`src/rtl/alu_arbiter.sv`:
```
// rtl/alu_arbiter.sv - two-port arbiter sharing one combinational ALU with issue/response stages and NZCV flag register
module alu_arbiter (
    input  logic        CLK,
    input  logic        RST,
    input  logic        REQ0_VALID,
    output logic        REQ0_READY,
    input  logic [8:0]  REQ0_CTRL,
    input  logic [31:0] REQ0_A,
    input  logic [31:0] REQ0_B,
    input  logic        REQ0_SETF,
    input  logic        REQ0_LOCK,
    input  logic        REQ1_VALID,
    output logic        REQ1_READY,
    input  logic [8:0]  REQ1_CTRL,
    input  logic [31:0] REQ1_A,
    input  logic [31:0] REQ1_B,
    input  logic        REQ1_SETF,
    input  logic        REQ1_LOCK,
    output logic [8:0]  ALU_CTRL,
    output logic [31:0] ALU_A,
    output logic [31:0] ALU_B,
    input  logic [31:0] ALU_RESULT,
    input  logic [3:0]  ALU_FLAG,
    output logic        RSP0_VALID,
    output logic        RSP1_VALID,
    output logic [31:0] RSP_RESULT,
    output logic [3:0]  RSP_FLAG,
    output logic [3:0]  FLAG_REG
);

    typedef enum logic [1:0] {
        UNLOCKED = 2'd0,
        LOCKED0  = 2'd1,
        LOCKED1  = 2'd2
    } lock_t;

    localparam logic [8:0] CTRL_IDLE = 9'h007;

    lock_t       lock_q;
    lock_t       lock_d;
    logic        rr_q;
    logic        rr_d;
    logic        grant0;
    logic        grant1;
    logic        accept;
    logic        acc_port;
    logic        acc_lock;
    logic [8:0]  acc_ctrl;
    logic [31:0] acc_a;
    logic [31:0] acc_b;
    logic        acc_setf;

    logic        iss_valid;
    logic        iss_port;
    logic        iss_setf;
    logic [8:0]  iss_ctrl;
    logic [31:0] iss_a;
    logic [31:0] iss_b;

    // Grant is purely combinational; reset masks it so nothing is accepted in a reset cycle.
    always_comb begin
        grant0 = 1'b0;
        grant1 = 1'b0;
        if (!RST) begin
            case (lock_q)
                LOCKED0: grant0 = REQ0_VALID;
                LOCKED1: grant1 = REQ1_VALID;
                default: begin
                    if (REQ0_VALID && REQ1_VALID) begin
                        grant0 = !rr_q;
                        grant1 = rr_q;
                    end else begin
                        grant0 = REQ0_VALID;
                        grant1 = REQ1_VALID;
                    end
                end
            endcase
        end
    end

    assign REQ0_READY = grant0;
    assign REQ1_READY = grant1;
    assign accept     = grant0 | grant1;
    assign acc_port   = grant1;

    always_comb begin
        acc_ctrl = REQ0_CTRL;
        acc_a    = REQ0_A;
        acc_b    = REQ0_B;
        acc_setf = REQ0_SETF;
        acc_lock = REQ0_LOCK;
        if (acc_port) begin
            acc_ctrl = REQ1_CTRL;
            acc_a    = REQ1_A;
            acc_b    = REQ1_B;
            acc_setf = REQ1_SETF;
            acc_lock = REQ1_LOCK;
        end
    end

    // Lock and round-robin pointer advance only on an accept.
    always_comb begin
        lock_d = lock_q;
        rr_d   = rr_q;
        if (accept) begin
            rr_d = ~acc_port;
            case (lock_q)
                LOCKED0, LOCKED1: begin
                    if (!acc_lock) begin
                        lock_d = UNLOCKED;
                    end
                end
                default: begin
                    if (acc_lock) begin
                        lock_d = acc_port ? LOCKED1 : LOCKED0;
                    end else begin
                        lock_d = UNLOCKED;
                    end
                end
            endcase
        end
    end

    always_ff @(posedge CLK) begin
        if (RST) begin
            lock_q    <= UNLOCKED;
            rr_q      <= 1'b0;
            iss_valid <= 1'b0;
            iss_port  <= 1'b0;
            iss_setf  <= 1'b0;
            iss_ctrl  <= CTRL_IDLE;
            iss_a     <= 32'd0;
            iss_b     <= 32'd0;
        end else begin
            lock_q    <= lock_d;
            rr_q      <= rr_d;
            iss_valid <= accept;
            if (accept) begin
                iss_port <= acc_port;
                iss_setf <= acc_setf;
                iss_ctrl <= acc_ctrl;
                iss_a    <= acc_a;
                iss_b    <= acc_b;
            end
        end
    end

    // Idle bus selects the zero result so the ALU output is quiet between operations.
    assign ALU_CTRL = iss_valid ? iss_ctrl : CTRL_IDLE;
    assign ALU_A    = iss_valid ? iss_a : 32'd0;
    assign ALU_B    = iss_valid ? iss_b : 32'd0;

    always_ff @(posedge CLK) begin
        if (RST) begin
            RSP0_VALID <= 1'b0;
            RSP1_VALID <= 1'b0;
            RSP_RESULT <= 32'd0;
            RSP_FLAG   <= 4'd0;
            FLAG_REG   <= 4'd0;
        end else begin
            RSP0_VALID <= iss_valid && !iss_port;
            RSP1_VALID <= iss_valid && iss_port;
            if (iss_valid) begin
                RSP_RESULT <= ALU_RESULT;
                RSP_FLAG   <= ALU_FLAG;
                if (iss_setf) begin
                    FLAG_REG <= ALU_FLAG;
                end
            end
        end
    end

endmodule

```
`config.mk`:
```
export PLATFORM = sky130hd
export DESIGN_NAME = alu_arbiter
export DESIGN_NICKNAME = d
export VERILOG_FILES = /design/src/rtl/alu_arbiter.sv
export SDC_FILE = /design/constraint.sdc
export NUM_CORES = 1
export LEC_CHECK = 0
export ABC_AREA = 1
export BUFFER_PORTS_ARGS = -buffer_cell sky130_fd_sc_hd__buf_2
export CAP_MARGIN = 20
export CORE_UTILIZATION = 40
export CTS_BUF_LIST = sky130_fd_sc_hd__clkbuf_8
export CTS_CLUSTER_SIZE = 40
export DETAILED_ROUTE_END_ITERATION = 12
export GPL_TIMING_DRIVEN = 0
export PLACE_DENSITY = 0.73
export REMOVE_ABC_BUFFERS = 1
export SLEW_MARGIN = 10
export SYNTH_ARGS = -nofsm -noshare
export SYNTH_HDL_FRONTEND = slang
export SYNTH_SLANG_ARGS = --single-unit
export TNS_END_PERCENT = 10
```
`constraint.sdc`:
```
create_clock -name CLK -period 3.78 [get_ports CLK]
set_clock_uncertainty 0.2 [all_clocks]
set_input_delay 0.567 -clock CLK [delete_from_list [all_inputs] [get_ports CLK]]
set_output_delay 0.567 -clock CLK [all_outputs]
set_load 0.01 [all_outputs]
```
== Word-level counts from Yosys, hierarchy flattened ==
Index checks and enable logic that the tools add are counted.
Word-level totals
  register bits after elaboration: 121
  latch bits: 0
  RAM bits: 0
  memory bits (read-only): 0
  input bits: 190
  output and inout port bits: 117
  logic and storage cells: 44
  memories: 0
Operators by class
  add/subtract/negate cells: 0
  multipliers: 0
  div/mod/pow operators: 0
  $lt $le $gt $ge: 0
  equality and inequality tests: 3
  shift operators: 0
  mux-type cells: 18
  bitwise operators: 2
  reductions and logical operators: 8
Operators by type and width (number)
  $mux 32: 4
  $mux 9: 2
  $mux 2: 4
  $mux 1: 6
  $pmux 1 s2: 2
  $reduce_and 2->1: 2
  $logic_and 1x1->1: 3
  $eq 2x1->1 const B: 1
  $eq 2x2->1 const B: 1
  $logic_not 1->1: 2
  $ne 2x2->1 const B: 1
  $reduce_or 2->1: 1
  $not 1->1: 1
  $or 1x1->1: 1

== Depth between registers and ports, before layout ==
Gate-level depths: netlist of the first run.
  depth in word-level cells: 7
  depth in mapped cells: 12
  mapped depth without buffers: 11

== Worst setup path after synthesis of the first run ==
OpenSTA, ideal clock, no wires.
  path type: reg2out
  from: register lock_q[0]
  to: output REQ0_READY
  arrival time: 1.450 ns
  data required time: 3.013 ns
  slack: 1.563 ns
  stages on the path, launching flop included: 8
  buffers on the path: 1
  cell sequence: dfxtp_1 > inv_1 > ha_1 > o21ai_1 > nor2_1 > nand2_2 > clkbuf_1 > inv_1
Between the ends
  word-level cells in the longest chain between the ends: 3
  elaborated cells on any way between the ends: 4
  classes of those cells: 2 x eq/ne; 2 x mux
Ends and longest elaborated chain
  from (decl): RTL line 39  | lock_t lock_q;
  from (signal assigned): RTL line 135  | lock_q <= lock_d;
  $eq 2x2->1 or $eq 2x1->1 (tied branches): RTL line 65  | case (lock_q)
  $pmux 1 s2 *: RTL line 65
  $mux 1 *: RTL line 64  | if (!RST) begin
  to (decl): RTL line 6  | output logic REQ0_READY,
Every way passes the cells marked *; elsewhere a longest branch is shown, timed or not.

== Worst setup path after layout of the first run ==
  from: register lock_q[0]
  to: output REQ1_READY
Between the ends
  word-level cells in the longest chain between the ends: 3
  elaborated cells on any way between the ends: 4
  classes of those cells: 2 x eq/ne; 2 x mux
Ends and longest elaborated chain
  $eq 2x2->1 or $eq 2x1->1 (tied branches): RTL line 65
  $pmux 1 s2 *: RTL line 65
  $mux 1 *: RTL line 64
  to (decl): RTL line 13  | output logic REQ1_READY,
Marks and branches as above.

==> flow_summary.toml, run 1 <==
[power]
switching_share_pct = 29.5
comb_power_share_pct = 20.2
p_seq_share_pct = 43.5
power_switching_mw = 1.00
p_total_mw = 3.39
power_density_nw_per_um2 = 430
clkPwrFrac_pct = 36.3
p_int_mw = 2.39
leakagePower_nw = 5.00
vdd_drop_max_uv = 255

[setup_path]
critPathKind = "register to output port"
critPathSlowestCell = "inv_4"
worstPathCellList = "inv_1 > ha_1 > inv_1 > nand2_1 > nand3_4 > inv_4 > buf_12 > buf_2"
required_ns = 3.01
endpoint_kind = "output port"
critPathTopFamily = "buffers and inverters"
critPathBufInv = 5
crit_top_cell = "inv_1"
arrival_ns = 2.64
cpPeakStageDelay_ns = 0.47
cp_max_fo = 36
startpoint_type = "register"

[logic_synthesis]
ys_warn_count = 0
synthDistinctLibCells = 22
syn-cell-area_um2 = 5780
yosys-top-cells-area = "dfxtp_1, nand2_1, nand3_1, inv_1, nor2_1"
ys_seq_elements = 121
synth_top_area_share_pct = 41.9
avgSynthCellArea_um2 = 6.31
ys.flop_type = "dfxtp_1"
ys_seq_area_share_pct = 41.9
netlist_instances = 916
synthArstFlopShare_pct = 0
synth_top_area_cell = "dfxtp_1"
synth_edf_count = 0

[cts]
cts_tree = "yes"
postCtsResizedCells = 0
cts_buffer_depth = 2
clk_latency_ns = 0.43
root_buffer = "clkbuf_8"
clkTransAtPathRegs_ns = 0.07
cts_buffers = 17
htree_levels = 4
cts_hold_buf = 0
cts_setup_buffers = 0
cts.sink_count = 121

[finish]
area_delta_synth_final_pct = 36.5
final_util_pct = 56.4
drive_gt1_share_pct = 29.4
final_cell_mix = "buf_2, nand2_1, inv_1"
mostFrequentLayoutCell = "buf_2"
nNetsFinal = 1381
fin_area_um2 = 7890

[sta]
slew-limit-headroom_pct = 50.6
worst_pin_slew_ns = 0.741
hold_violations = 0
finalSetupViolations = 0
max_freq_ghz = 0.294
fin_ws_ns = 0.376
rsz0062_at_grt = "false"
holdWs_ns = 0.145
fin_crit_sh_pct = 90.1
final_max_slew_viol_count = 0
final.min_clock_period_ns = 3.40

[die]
die-width_um = 122
io_pins = 307
dieArea_um2 = 14900
die_h_um = 122
rows = 43
core-area_um2 = 14000
start_util_pct = 41.3

[drt]
ant_nets = 0
vias_per_cell = 4.65
firstDrtPassIters = 5
vias = 6430
drt-total-wl_um = 17400
drc = 0
routedWlPerCell_um = 12.6
drt_iter0_drc = 452

[place]
numPortBuffers = 306
placed_area_um2 = 7460
dp_hpwl_um = 11900
gp_congestion = 0.796
pre_cts_slack_ns = 0.504

[global_routing]
grt_pass1_vias = 5756
grt_pass1_wl_um = 27300
grt_use_met3_pct = 5.81
grt_usage_pct = 23.3
grt_antenna_before_repair = 2
grt_start_max_net_pins = 76
grt_overflow = 0
grt_use_met1_pct = 27.1
grt-busiest-layer = "met2"
use_met2_pct = 39.7

[hold_path]
hold_class = "primary input to register"

[outcome]
status = "completed"

[flow_run]
maxCapViolations = 0
## through the flow
stage | TNS [ns] | std cells
floorplan | -1.11 | 857
global placement | -227.63 | 1343
detailed placement | 0 | 1350
CTS | 0 | 1382
global route | 0 | 1383
finish | 0 | 1383
## registers in the layout (all words and copies together) (netlist names), 2 cells and up
signal and count:
lock_q 2, iss_a 32, RSP_FLAG 4, iss_ctrl 9, iss_b 32, FLAG_REG 4
RSP_RESULT 32
## cell type report
type | count | area (µm²)
clock inverter | 15 | 185
timing repair buffer | 313 | 1710
multi-input combinational | 580 | 2520
sequential | 121 | 2430
fill | 1398 | 6100
tap | 180 | 225
clock buffer | 17 | 234
antenna | 1 | 2.50
inverter | 156 | 591
## cells in the mapped netlist (2+ instances only)
library cell    n
nand2_1       290
inv_1         154
nand3_1       123
dfxtp_1       121
nor2_1         85
o21ai_0        40
clkbuf_1       28
buf_2          16
a21oi_1        14
o211ai_1       12
buf_1           8
buf_4           7
nand4_1         3
or2_2           3
a211oi_1        2
ha_1            2
inv_2           2
nor3_1          2
## final timing paths
path	start	to	slack, ns	cells after the start
setup / recovery	lock_q[0]$_SDFFE_PP0P_	REQ1_READY	0.38	8
hold / removal	REQ1_CTRL[0]	iss_ctrl[0]$_SDFFE_PP1P_	0.14	3
setup reg to reg	lock_q[0]$_SDFFE_PP0P_	iss_a[22]$_SDFFE_PP0P_	0.66	9
hold reg to reg	iss_port$_SDFFE_PP0P_	RSP0_VALID$_SDFF_PP0_	0.24	1
## power by group through the flow
stage,Clock [mW],Combinational [mW],Sequential (mW)
2_1_floorplan,0,0.335,1.52
3_3_place_gp,0,0.629,1.52
3_5_place_dp,0,0.689,1.50
4_1_cts,1.26,0.692,1.48
5_1_grt,1.32,0.775,1.49
6_report,1.23,0.684,1.48
## cells by family after synthesis
kind of cell | share of synthesized area (%)
AO/OA/AOI/OAI | 6.58
adder cells (fa/ha/maj) | 0.433
buffers and inverters | 14.8
flip-flops | 41.9
AND/OR/NAND/NOR | 36.3
## metal layers
layer | vias to the layer above | part of all wire [%]
li1 | 3324 | -
met4 | 2 | 3.1
met1 | 2830 | 42
met3 | 41 | 6.8
met5 | - | 0.075
met2 | 233 | 48
## worst register-to-register path, cell delays in order, from the launching register on
cell     delay, ns
dfxtp_1       0.36
inv_1         0.05
ha_1          0.36
o21ai_1       0.19
nor2_1        0.10
nand2_4       0.54
nand2_1       0.61
inv_2         0.39
nand2_1       0.09
a21oi_1       0.15
Power figures use the tool's default switching activity.
==> run 2, diff against run 1 <==
CAP_MARGIN = 30   (was 20)
CORE_MARGIN = 2   (was not set)
==> run 2 against run 1 <==
Net effect:
- worst hold slack better by 0.00059 ns
- first-iteration DRC count down 14%
- final cell count down 0.14%
- sequential share of layout area up 0.28 points
- combinational power down 1%
==> flow_summary.toml, run 2 (synthesized netlist as in run 1, its figures left out) <==
[finish]
fillers = 1433
final_cell_mix = "buf_2, nand2_1, inv_1"
drive_gt1_share_pct = 29.3
area_delta_synth_final_pct = 35.3
fin_area_um2 = 7820
mostFrequentLayoutCell = "buf_2"
reg_top3 = "RSP_RESULT (32), iss_a (32), iss_b (32)"
nNetsFinal = 1379

[global_routing]
grt_pass1_wl_um = 28500
grt_usage_pct = 22.2
grt_pass1_vias = 5942
grt_start_max_net_pins = 71
grt_overflow = 0
grt_antenna_before_repair = 1

[setup_path]
arrival_ns = 2.76
startpoint_type = "register"
reg2reg_from = "lock_q[0]$_SDFFE_PP0P_"
cp_max_fo = 61
critPathSlowestCell = "ha_1"
critPathTopFamily = "buffers and inverters"
required_ns = 3.01
critPathBufInv = 6
startpoint = "lock_q[0]$_SDFFE_PP0P_"
critPathKind = "register to output port"
crit_top_cell = "inv_1"
reg2reg_slack_ns = 0.56
r2r_cells = 13
worstReg2RegEnd = "iss_b[30]$_SDFFE_PP0P_"
worstPathCellList = "inv_1 > ha_1 > inv_1 > nand2_1 > nand3_4 > buf_16 > inv_6 > buf_12 > buf_2"
endpoint_kind = "output port"
cpPeakStageDelay_ns = 0.36

[cts]
cts_hold_buf = 0
postCtsResizedCells = 0
cts_setup_buffers = 0
cts_buffers = 17
clkTransAtPathRegs_ns = 0.08
cts_buffer_depth = 2
cts_tree = "yes"
htree_levels = 4
root_buffer = "clkbuf_8"
clk_latency_ns = 0.43
cts.sink_count = 121

[flow_run]
maxCapViolations = 0

[sta]
worst_pin_slew_ns = 0.735
slew-limit-headroom_pct = 51.0
final.min_clock_period_ns = 3.52
rsz0062_at_grt = "false"
hold_violations = 0
finalSetupViolations = 0
max_freq_ghz = 0.284
fin_ws_ns = 0.257
final_max_slew_viol_count = 0
fin_crit_sh_pct = 93.2

[power]
switching_share_pct = 30.3
p_total_mw = 3.31
p_int_mw = 2.30
leakagePower_nw = 4.97
p_seq_share_pct = 44.5
clkPwrFrac_pct = 35.1
power_density_nw_per_um2 = 423
power_switching_mw = 1.00
comb_power_share_pct = 20.4
vdd_drop_max_uv = 255

[hold_path]
hp-start = "ALU_RESULT[10]"
hold_class = "primary input to register"
holdPathStages = 3
min_to = "RSP_RESULT[10]$_SDFFE_PP0P_"

[outcome]
status = "completed"

[die]
die_h_um = 124
start_util_pct = 41.3
io_pins = 307
core-area_um2 = 14000
rows = 43
dieArea_um2 = 15400
die-width_um = 124

[drt]
vias_per_cell = 4.63
routedWlPerCell_um = 12.8
drc = 0
firstDrtPassIters = 5
drt-total-wl_um = 17600
ant_nets = 0
vias = 6391
drt_iter0_drc = 389

[place]
placed_area_um2 = 7410
dp_hpwl_um = 12000
gp_congestion = 0.784
pre_cts_slack_ns = 0.270
numPortBuffers = 306
==> run 2: changes by cell type in the layout (fill, tap and decap cells not counted) <==
cell and change:
clkbuf_8 +3, clkinv_2 -3, buf_16 -2, bufinv_16 -2, clkinv_4 +1, inv_1 -1
inv_2 +1, inv_6 +1
==> run 2: how the worst max path moves through the flow <==
stage | endpoint | slack [ns] | cells past startpoint
after floorplan | ALU_CTRL[0] | -0.37 | 2
after global placement | ALU_CTRL[2] | -2.81 | 3
after detailed placement | iss_b[15]$_SDFFE_PP0P_ | 0.27 | 11
after CTS | REQ1_READY | 0.02 | 9
after global routing | REQ1_READY | 0.05 | 9
final | REQ1_READY | 0.26 | 9
==> run 2: per-stage QoR <==
stage	hold WS [ns]	cells	utilization, %	setup TNS (ns)
6_report	0.145	1381	55.9	0
5_1_grt	0.125	1381	55.9	0
4_1_cts	0.113	1380	55.8	0
3_5_place_dp	0.230	1348	53.0	0
3_3_place_gp	0.206	1343	52.0	-233.61
2_1_floorplan	0.198	857	-	-1.11
==> run 2: area by class of cell <==
cell class | instances | area, µm² | share of cell area (%)
Multi-Input combinational cell | 580 | 2520 | 32.2
Sequential cell | 121 | 2430 | 31.0
Timing Repair Buffer | 311 | 1650 | 21.2
Inverter | 156 | 593 | 7.59
Clock buffer | 20 | 275 | 3.52
Tap cell | 180 | 225 | 2.88
Clock inverter | 12 | 125 | 1.60
Antenna cell | 1 | 2.50 | 0.0320
==> run 2: power by group through the flow <==
stage / Combinational, mW / Clock, mW / Sequential (mW)
floorplan: 0.335 / 0 / 1.52
CTS: 0.679 / 1.19 / 1.47
global placement: 0.630 / 0 / 1.52
finish: 0.674 / 1.16 / 1.47
global route: 0.765 / 1.24 / 1.49
detailed placement: 0.677 / 0 / 1.50
==> run 2: worst reg2reg max path, cell delays in order (launching register included) <==
cell and delay [ns]:
dfxtp_1 0.35, inv_1 0.05, ha_1 0.35, inv_1 0.12, nand2_1 0.10, nand3_4 0.29
buf_16 0.30, inv_6 0.22, nor2_4 0.60, buf_12 0.29, nand2_1 0.11, nand3_1 0.07
nand2_1 0.06, inv_1 0.06
==> run 2: routing by layer <==
metal  global-route usage [%]  share of wire (%)  vias up
met5                        0                  0        -
met4                     8.13                1.7        0
met3                     6.33                6.2       23
met2                     38.8                 50      219
met1                     25.9                 42     2835
li1                         -                  -     3314
